**config.mk**
```make
export PLATFORM = sky130hd
export DESIGN_NAME = vga_draw_arbiter
export DESIGN_NICKNAME = d
export VERILOG_FILES = /design/src/rtl/vga_draw_arbiter_pkg.sv /design/src/rtl/vga_draw_arbiter_priority_encoder_onehot.sv /design/src/rtl/vga_draw_arbiter.sv
export SDC_FILE = /design/constraint.sdc
export NUM_CORES = 1
export LEC_CHECK = 0
export ABC_AREA = 1
export CAP_MARGIN = 30
export CORE_UTILIZATION = 40
export DETAILED_ROUTE_END_ITERATION = 7
export HOLD_SLACK_MARGIN = 0.02
export PLACE_DENSITY_LB_ADDON = 0.12
export SKIP_LAST_GASP = 1
export SLEW_MARGIN = 10
export SYNTH_ARGS = -nofsm -noshare
export SYNTH_HDL_FRONTEND = slang
export SYNTH_SLANG_ARGS = --single-unit
```
**constraint.sdc**
```tcl
create_clock -name clk -period 1.8 [get_ports clk]
set_input_delay 0.54 -clock clk [delete_from_list [all_inputs] [get_ports clk]]
set_output_delay 0.54 -clock clk [all_outputs]
set_load 0.02 [all_outputs]
```
**src/rtl/vga_draw_arbiter_pkg.sv**
```systemverilog
// -----------------------------------------------------------------------------
// vga_draw_arbiter_pkg
// Shared definitions for the VGA pixel-port arbiter and its clients:
//   - requester index constants (index 0 has the highest priority)
//   - arbiter state encoding
//   - default coordinate / colour widths of the 320x240 VGA adapter
// -----------------------------------------------------------------------------
package vga_draw_arbiter_pkg;

  // Requester slots on the arbiter; lower index wins when several ask at once.
  localparam int REQ_SCREEN  = 0;
  localparam int REQ_MAZE    = 1;
  localparam int REQ_SPECIAL = 2;
  localparam int REQ_DRAW    = 3;
  localparam int REQ_ERASE   = 4;
  localparam int NUM_ENGINES = 5;

  // Default pixel-port widths.
  localparam int DEF_XW = 9;
  localparam int DEF_YW = 9;
  localparam int DEF_CW = 3;

  typedef enum logic [1:0] {
    IDLE    = 2'd0,
    GRANT   = 2'd1,
    RELEASE = 2'd2
  } arb_state_e;

  // Saturating increment for counters that must never wrap.
  function automatic logic [31:0] sat_inc32(input logic [31:0] v, input logic [31:0] max);
    return (v >= max) ? max : v + 32'd1;
  endfunction

endpackage

```
**src/rtl/vga_draw_arbiter_priority_encoder_onehot.sv**
```systemverilog
// -----------------------------------------------------------------------------
// priority_encoder_onehot
// Fixed-priority encoder: the lowest set bit of req wins.
// Ports:
//   req    in  N   request vector
//   onehot out N   one-hot of the winning index (all zero when no request)
//   idx    out IW  binary winning index (0 when no request)
//   valid  out 1   at least one request bit set
// Purely combinational; also usable by the game FSM for its own job selection.
// -----------------------------------------------------------------------------
module priority_encoder_onehot #(
  parameter int N  = 5,
  parameter int IW = (N > 1) ? $clog2(N) : 1
) (
  input  logic [N-1:0]  req,
  output logic [N-1:0]  onehot,
  output logic [IW-1:0] idx,
  output logic          valid
);

  // Scan from the top down so the lowest set index is the last to overwrite.
  always_comb begin
    onehot = '0;
    idx    = '0;
    for (int i = N - 1; i >= 0; i--) begin
      if (req[i]) begin
        onehot    = '0;
        onehot[i] = 1'b1;
        idx       = IW'(i);
      end
    end
    valid = |req;
  end

endmodule

```
**src/rtl/vga_draw_arbiter.sv**
```systemverilog
// -----------------------------------------------------------------------------
// vga_draw_arbiter
// Registered, handshaked arbiter that shares the single VGA pixel-write port
// among the drawing engines. A grant is held for a whole drawing job and only
// the granted engine's coordinates/colour reach the adapter.
//
// Ports:
//   clk, resetn       clock, synchronous active-low reset
//   req  [NUM_REQ]    per-engine job request (level, held for the job)
//   done [NUM_REQ]    per-engine one-cycle job-complete pulse
//   x_in/y_in/colour_in  packed per-engine pixel data, engine i at [i*W +: W]
//   grant [NUM_REQ]   one-hot grant, zero when idle
//   x/y/colour/plot   registered pixel write to vga_adapter
//   busy              arbiter not idle
//   timeout_err       sticky: some grant was force-released
//   pix_count         pixels plotted in the current / most recent grant
//
// Timing: pixel data is registered, so outputs lag the engine by one cycle.
// plot is the registered "previous cycle was GRANT" flag: it is low in the
// first GRANT cycle (nothing captured yet) and high in the RELEASE cycle,
// which carries the pixel presented during the completing cycle.
// -----------------------------------------------------------------------------
module vga_draw_arbiter
  import vga_draw_arbiter_pkg::*;
#(
  parameter int NUM_REQ     = 5,
  parameter int XW          = DEF_XW,
  parameter int YW          = DEF_YW,
  parameter int CW          = DEF_CW,
  parameter int TIMEOUT_CYC = 131072,
  parameter int CNT_W       = 17
) (
  input  logic                  clk,
  input  logic                  resetn,
  input  logic [NUM_REQ-1:0]    req,
  input  logic [NUM_REQ-1:0]    done,
  input  logic [NUM_REQ*XW-1:0] x_in,
  input  logic [NUM_REQ*YW-1:0] y_in,
  input  logic [NUM_REQ*CW-1:0] colour_in,
  output logic [NUM_REQ-1:0]    grant,
  output logic [XW-1:0]         x,
  output logic [YW-1:0]         y,
  output logic [CW-1:0]         colour,
  output logic                  plot,
  output logic                  busy,
  output logic                  timeout_err,
  output logic [CNT_W-1:0]      pix_count
);

  localparam int IW = (NUM_REQ > 1) ? $clog2(NUM_REQ) : 1;
  localparam int TW = (TIMEOUT_CYC > 1) ? $clog2(TIMEOUT_CYC) : 1;
  localparam logic [TW-1:0] TMO_LAST = TW'(TIMEOUT_CYC - 1);

  // Per-engine views of the packed input buses.
  logic [NUM_REQ-1:0][XW-1:0] x_arr;
  logic [NUM_REQ-1:0][YW-1:0] y_arr;
  logic [NUM_REQ-1:0][CW-1:0] c_arr;
  assign x_arr = x_in;
  assign y_arr = y_in;
  assign c_arr = colour_in;

  arb_state_e          state_q, state_d;
  logic [NUM_REQ-1:0]  grant_q, grant_d;
  logic [IW-1:0]       gidx_q, gidx_d;
  logic [XW-1:0]       x_q, x_d;
  logic [YW-1:0]       y_q, y_d;
  logic [CW-1:0]       colour_q, colour_d;
  logic                plot_q, plot_d;
  logic [CNT_W-1:0]    pix_q, pix_d;
  logic [TW-1:0]       tmo_q, tmo_d;
  logic                terr_q, terr_d;

  // Winner among the current requests; only consulted in IDLE.
  logic [NUM_REQ-1:0] win_oh;
  logic [IW-1:0]      win_idx;
  logic               win_vld;

  priority_encoder_onehot #(
    .N  (NUM_REQ),
    .IW (IW)
  ) u_penc (
    .req    (req),
    .onehot (win_oh),
    .idx    (win_idx),
    .valid  (win_vld)
  );

  // Release checks use the one-hot grant so done/req on other engines are
  // masked off; done together with a dropped req is still one release.
  logic own_done, own_req, tmo_hit, rel;
  assign own_done = |(done & grant_q);
  assign own_req  = |(req & grant_q);
  assign tmo_hit  = (tmo_q == TMO_LAST);
  assign rel      = own_done | ~own_req | tmo_hit;

  // State register plus all datapath flops.
  always_ff @(posedge clk) begin
    if (!resetn) begin
      state_q  <= IDLE;
      grant_q  <= '0;
      gidx_q   <= '0;
      x_q      <= '0;
      y_q      <= '0;
      colour_q <= '0;
      plot_q   <= 1'b0;
      pix_q    <= '0;
      tmo_q    <= '0;
      terr_q   <= 1'b0;
    end else begin
      state_q  <= state_d;
      grant_q  <= grant_d;
      gidx_q   <= gidx_d;
      x_q      <= x_d;
      y_q      <= y_d;
      colour_q <= colour_d;
      plot_q   <= plot_d;
      pix_q    <= pix_d;
      tmo_q    <= tmo_d;
      terr_q   <= terr_d;
    end
  end

  // Next-state logic.
  always_comb begin
    state_d = state_q;
    unique case (state_q)
      IDLE:    if (win_vld) state_d = GRANT;
      GRANT:   if (rel)     state_d = RELEASE;
      RELEASE:              state_d = IDLE;
      default:              state_d = IDLE;
    endcase
  end

  // Output / datapath logic.
  always_comb begin
    grant_d  = grant_q;
    gidx_d   = gidx_q;
    tmo_d    = tmo_q;
    pix_d    = pix_q;
    terr_d   = terr_q;
    // Any GRANT cycle captures a pixel, so the next cycle plots it.
    plot_d   = (state_q == GRANT);
    x_d      = '0;
    y_d      = '0;
    colour_d = '0;
    case (state_q)
      IDLE: begin
        if (win_vld) begin
          grant_d = win_oh;
          gidx_d  = win_idx;
          tmo_d   = '0;
          pix_d   = '0;
        end
      end
      GRANT: begin
        x_d      = x_arr[gidx_q];
        y_d      = y_arr[gidx_q];
        colour_d = c_arr[gidx_q];
        // Counted on the edge where plot rises, so pix_count tracks plot.
        if (pix_q != '1) pix_d = pix_q + 1'b1;
        if (rel) begin
          grant_d = '0;
          if (tmo_hit) terr_d = 1'b1;
        end else begin
          tmo_d = tmo_q + 1'b1;
        end
      end
      default: ;
    endcase
  end

  assign grant       = grant_q;
  assign x           = x_q;
  assign y           = y_q;
  assign colour      = colour_q;
  assign plot        = plot_q;
  assign busy        = (state_q != IDLE);
  assign timeout_err = terr_q;
  assign pix_count   = pix_q;

endmodule

```
=== Word level (Yosys, flattened, before mapping) ===
Cells that the tools add are included.
W data, S select, Z words.

* Register bits after elaboration: 67
* Input port bits: 117
* Output and inout bits: 46
* Logic and storage cells: 65

* $add $sub $neg: 2
* Order comparisons: 1
* Eq/ne operators: 7
* Multiplexer cells: 27
* Bitwise gates (word level): 5
* Reductions and logical operators: 13

{| class="wikitable"
|+ Operator list
! kind !! count
|-
| $pmux W17 S2 || 2
|-
| $bmux W9 S3 || 2
|-
| $mux W17 || 3
|-
| $mux W5 || 7
|-
| $add A17 B1 Y17 const B || 2
|-
| $mux W3 || 6
|-
| $mux W9 || 2
|-
| $eq A17 B17 Y1 const B || 1
|-
| $ne A17 B17 Y1 const B || 1
|-
| $reduce_or A5 Y1 || 3
|-
| $reduce_and A3 Y1 || 4
|-
| $and A5 B5 Y5 || 2
|-
| $pmux W5 S2 || 1
|-
| $bmux W3 S3 || 1
|-
| $ne A2 B1 Y1 const B || 3
|-
| $reduce_and A2 Y1 || 3
|-
| $lt A3 B4 Y1 const B || 1
|-
| $mux W2 || 2
|-
| $pmux W2 S2 || 1
|-
| $reduce_bool A2 Y1 || 2
|-
| $eq A2 B1 Y1 const B || 1
|-
| $logic_not A2 Y1 || 1
|-
| $ne A2 B2 Y1 const B || 1
|-
| $or A1 B1 Y1 || 2
|-
| $not A1 Y1 || 1
|}

=== Logic depth before layout (Yosys ltp) ===
* Depth in word-level cells: 7
* Depth in mapped cells: 16
* Mapped depth without buffers: 16

=== Modules after synthesis ===
Synthesis repeated with hierarchy kept, for this count alone.

* Cell total of the unflattened synthesis: 577
* Area, all modules: 3912.5 um^2

{| class="wikitable"
|+ By module, submodules not included
! module !! times used !! cells each !! area an instance (um^2) !! sequential area each (um^2)
|-
| vga_draw_arbiter || 1 || 558 || 3826.2 || 1341.3
|-
| priority_encoder_onehot || 1 || 19 || 86.3 || 0.0
|}

=== Least setup slack after synthesis ===
No wires, ideal clock.

* Path kind: flip-flop to flip-flop
* Start point: reg pix_q[1] (netlist: pix_count[1])
* End point: reg pix_q[0] (netlist: pix_count[0])
* Library setup time: 0.117 ns
* Data arrival time: 2.066 ns
* Data required time: 1.683 ns
* Slack: -0.383 ns
* Stages on the path, launching flop included: 13
* Buffers on the path: 1
* Clock period less this slack: 2.183 ns
* Cell sequence: dfxtp_1 ha_1 nand3_1 nor2_1 nand2_1 nor4_1 ha_1 inv_1 nand2_2 nand3_4 buf_6 o21ai_0 nor2_1

* Longest elaborated chain between the ends: 3

{| class="wikitable"
|+ Ends and longest elaborated chain
! element !! RTL line !! text
|-
| start, declared || vga_draw_arbiter.sv:69 || <nowiki>logic [CNT_W-1:0] pix_q, pix_d;</nowiki>
|-
| start signal, assigned || vga_draw_arbiter.sv:117 || <nowiki>pix_q <= pix_d;</nowiki>
|-
| $ne A17 B17 Y1 || vga_draw_arbiter.sv:160 || <nowiki>if (pix_q != '1) pix_d = pix_q + 1'b1;</nowiki>
|-
| $ne A2 B1 Y1 (no source line) || -- ||
|-
| $reduce_and A3 Y1 (no source line) || -- ||
|}

No other way between the ends.
A chain may end at the register's enable or synchronous reset.

=== Final worst setup path ===
* Start point: reg tmo_q[1]
* End point: reg state_q[0]

* Longest elaborated chain between the ends: 4

{| class="wikitable"
|+ Ends and longest elaborated chain
! element !! RTL line !! text
|-
| start, declared || vga_draw_arbiter.sv:70 || <nowiki>logic [TW-1:0] tmo_q, tmo_d;</nowiki>
|-
| start signal, assigned || vga_draw_arbiter.sv:118 || <nowiki>tmo_q <= tmo_d;</nowiki>
|-
| $eq A17 B17 Y1 || vga_draw_arbiter.sv:93 || <nowiki>assign tmo_hit = (tmo_q == TMO_LAST);</nowiki>
|-
| $or A1 B1 Y1 || vga_draw_arbiter.sv:94 || <nowiki>assign rel = own_done | ~own_req | tmo_hit;</nowiki>
|-
| $ne A2 B1 Y1 (no source line) || -- ||
|-
| $reduce_and A2 Y1 (no source line) || -- ||
|-
| end signal, assigned || vga_draw_arbiter.sv:110 || <nowiki>state_q <= state_d;</nowiki>
|-
| end, declared || vga_draw_arbiter.sv:62 || <nowiki>arb_state_e state_q, state_d;</nowiki>
|}

No other way between the ends.

==> flow_metrics.env <==
export IMPL_status="finished with violations"
export IMPL_violations="negative setup slack"
export IMPL_setup_viol=41
export IMPL_dr_total_vias=5126
export IMPL_ys_ff_latch=67
export IMPL_fin_crit_ps=2020
export IMPL_gp_congestion=0.855
export IMPL_cts_buffers=9
export IMPL_synth_area_leaders="dfxtp_1 (34%), nand2_1 (16%), nor2_1 (11%)"
export IMPL_hold_viol=0
export IMPL_htreeDepth=3
export IMPL_clkLatencyLatePin_ps=350
export IMPL_slowest_delay_ps=340
export IMPL_root_buffer="clkbuf_8"
export IMPL_antenna_cells=0
export IMPL_grt_pass1_wl_um=22200
export IMPL_drive_gt1_share_pct=25.2
export IMPL_leakage_nw=3.15
export IMPL_seq_area_frac_synth_pct=33.6
export IMPL_fp_coreArea_um2=9730
export IMPL_final_core_util_pct=72.7
export IMPL_drt_initial_drc_count=168
export IMPL_cpMaxStageDelayCell="dfxtp_2"
export IMPL_power_mw=4.69
export IMPL_synth_cells=637
export IMPL_fp_dieArea_um2=10400
export IMPL_synth_edf_count=0
export IMPL_startpoint="tmo_q[1]$_SDFFE_PN0P_"
export IMPL_cp_start_kind="register"
export IMPL_crit_top_cell="buf_4"
export IMPL_worst_clock_skew_ps=14.1
export IMPL_grt_usage_pct=27.4
export IMPL_die_h_um=102
export IMPL_cp_top_family="simple AND/OR/NAND/NOR gates"
export IMPL_path_buf_inv=4
export IMPL_antenna_found_initial=0
export IMPL_portBuffers=162
export IMPL_yosysUniqueCellTypes=33
export IMPL_synth_ff_type="dfxtp_1"
export IMPL_async_reset_ff_share_pct=0
export IMPL_rsz0062_at_grt="yes"
export IMPL_wl_per_cell_um=15.2
export IMPL_num_io_pins=163
export IMPL_peakVddDrop_mv=0.637
export IMPL_yosysWarnings=0
export IMPL_die_x_um=102
export IMPL_drc_errors=0
export IMPL_grt_overflow_total=0
export IMPL_firstDrtPassIters=5
export IMPL_path_clk_slew_ps=80
export IMPL_drt_total_wl_um=15400
export IMPL_path_class="reg -> reg"
export IMPL_synth_area_um2=3990
export IMPL_start_util_pct=41.0
export IMPL_synth_top_area_share_pct=33.6
export IMPL_grt_max_degree=44
export IMPL_dp_hpwl_um=10500
export IMPL_cts_tree="done"
export IMPL_endpoint_kind="register"
export IMPL_viasPerCell=5.04
export IMPL_num_rows=36
export IMPL_hold_path_class="reg -> reg"
export IMPL_synth_top_area_cell="dfxtp_1"
export IMPL_dp_cells=977
export IMPL_placed_cell_area_um2=6370
export IMPL_worst_pin_slew_ps=373
export IMPL_drv_slew=0
export IMPL_avgSynthCellArea_um2=6.27
export IMPL_synth_nets=758
export IMPL_first_global_vias=4627
export IMPL_layoutNonFillerInstCount=1017
export IMPL_powerDensity_nw_per_um2=663
export IMPL_finalCritPeriodShare_pct=112
export IMPL_cts_sinks=67
export IMPL_slew_limit_headroom_pct=75.0
export IMPL_cp_arrival_ps=2310
export IMPL_area_growth_pct=77.2
export IMPL_drv_cap=0
export IMPL_worst_ep_required_time_ps=2090
export IMPL_nets=1000
export IMPL_worstHoldStart="timeout_err$_SDFFE_PN0P_"
export IMPL_crit_fanout=4
export IMPL_crit_path_cell_trace="ha_4, nand2_4, nor2_4, nand4_1, nor4_2, ha_2, inv_2, nand3_4, nor2_4, nand3_4, buf_4, buf_4, a21oi_4, buf_4"
export IMPL_r2r_start="tmo_q[1]$_SDFFE_PN0P_"
export IMPL_fin_area_um2=7080
export IMPL_antenna_left=0
export IMPL_clockBufferDepth=2
export IMPL_max_freq_mhz=496
export IMPL_worst_slack_ps=-216
## registers in the layout, summed over array words and instances, names as in the netlist
signal / flops
grant: 5
pix_count: 17
colour: 3
x: 9
gidx_q: 3
y: 9
tmo_q: 17
plot: 1
state_q: 2
timeout_err: 1
## through the flow
| step | TNS, ps | worst slack [ps] | hold slack (ps) |
|---|---|---|---|
| 2_1_floorplan | -2800 | -153 | 423 |
| 3_3_place_gp | -7460 | -238 | 440 |
| 3_5_place_dp | -8790 | -279 | 445 |
| 4_1_cts | -2880 | -144 | 458 |
| 5_1_grt | -9830 | -339 | 486 |
| 6_report | -4810 | -216 | 455 |
## where the power goes
| group | switching [mW] | internal, mW |
|---|---|---|
| Sequential | 0.0523 | 1.56 |
| Combinational | 0.904 | 0.763 |
| Clock | 0.624 | 0.783 |
## final cells by class
type,count,area (µm²)
clock buffer,10,128
clock inverter,6,90.1
fill,800,2650
inverter,50,210
multi-input combinational,493,2670
sequential,67,1360
tap,133,166
timing repair buffer,257,2440
timing repair inverter,1,8.76
## placed cells by master, fill, tap and decap left out, types with 3 or more instances in the layout
cell | Yosys | final
nand2_1 | 167 | 145
clkdlybuf4s50_1 | 0 | 114
nor2_1 | 120 | 113
buf_4 | 0 | 79
o21ai_0 | 63 | 58
dfxtp_1 | 67 | 58
dlygate4sd2_1 | 0 | 41
inv_1 | 43 | 39
a21oi_1 | 49 | 36
nand2_2 | 4 | 21
nand3_1 | 25 | 15
a21oi_2 | 3 | 15
nand4_1 | 14 | 14
o21ai_1 | 10 | 10
nor2_2 | 5 | 9
clkbuf_8 | 0 | 9
inv_2 | 6 | 8
buf_12 | 0 | 8
nor2_4 | 4 | 7
nand2_4 | 3 | 7
nand3_2 | 1 | 7
dfxtp_2 | 0 | 7
nand3_4 | 2 | 6
dlymetal6s2s_1 | 0 | 6
buf_6 | 3 | 6
nand2_8 | 2 | 5
o21ai_2 | 0 | 5
nor3_1 | 5 | 3
## worst min-delay path, cell delays in order (launching register included)
cell     delay (ps)
dfxtp_1         330
nand2_1          40
o21ai_0          50
## path summary, 6_finish.rpt
check	to	slack, ps	cells past startpoint
min reg2reg	timeout_err$_SDFFE_PN0P_	450	2
min	timeout_err$_SDFFE_PN0P_	450	2
max reg2reg	state_q[0]$_SDFFE_PN0P_	-220	14
max	state_q[0]$_SDFFE_PN0P_	-220	14
## synth_stat cells (all sizes together) (2+ instances only)
cell type  number
nand2         176
nor2          129
o21ai          73
dfxtp          67
a21oi          52
inv            50
nand3          28
buf            19
nand4          14
clkbuf         10
nor3            5
ha              4
nor4            3
o21bai          2
xnor2           2
## cells by family (layout without fill, tap and decap cells)
logic type | after synthesis | count (layout) | synth area share (%)
flops | 67 | 67 | 33.6
simple gates | 357 | 359 | 39.3
compound gates | 128 | 128 | 16.5
buf+inv | 79 | 324 | 8.93
fa+ha+maj | 4 | 4 | 1.25
xor+xnor | 2 | 2 | 0.439
## routing by layer
| metal | vias up | GRT usage, % | part of all wire (%) |
|---|---|---|---|
| met3 | 25 | 6.16 | 8.5 |
| met4 | 0 | 8.57 | 2.2 |
| met1 | 2357 | 32.0 | 40 |
| met2 | 202 | 49.6 | 50 |
| li1 | 2542 | - | - |
| met5 | - | 0 | 0 |
## repair_timing
item | 4_1_cts | 5_1_grt
pin swaps | 25 | 20
gates resized for setup | 96 | 37
setup endpoints to repair | 83 | 47
setup buffers | 13 | 7
cloned | 4 | 0
hold buffers | 0 | 0
Power figures use the tool's default switching activity.
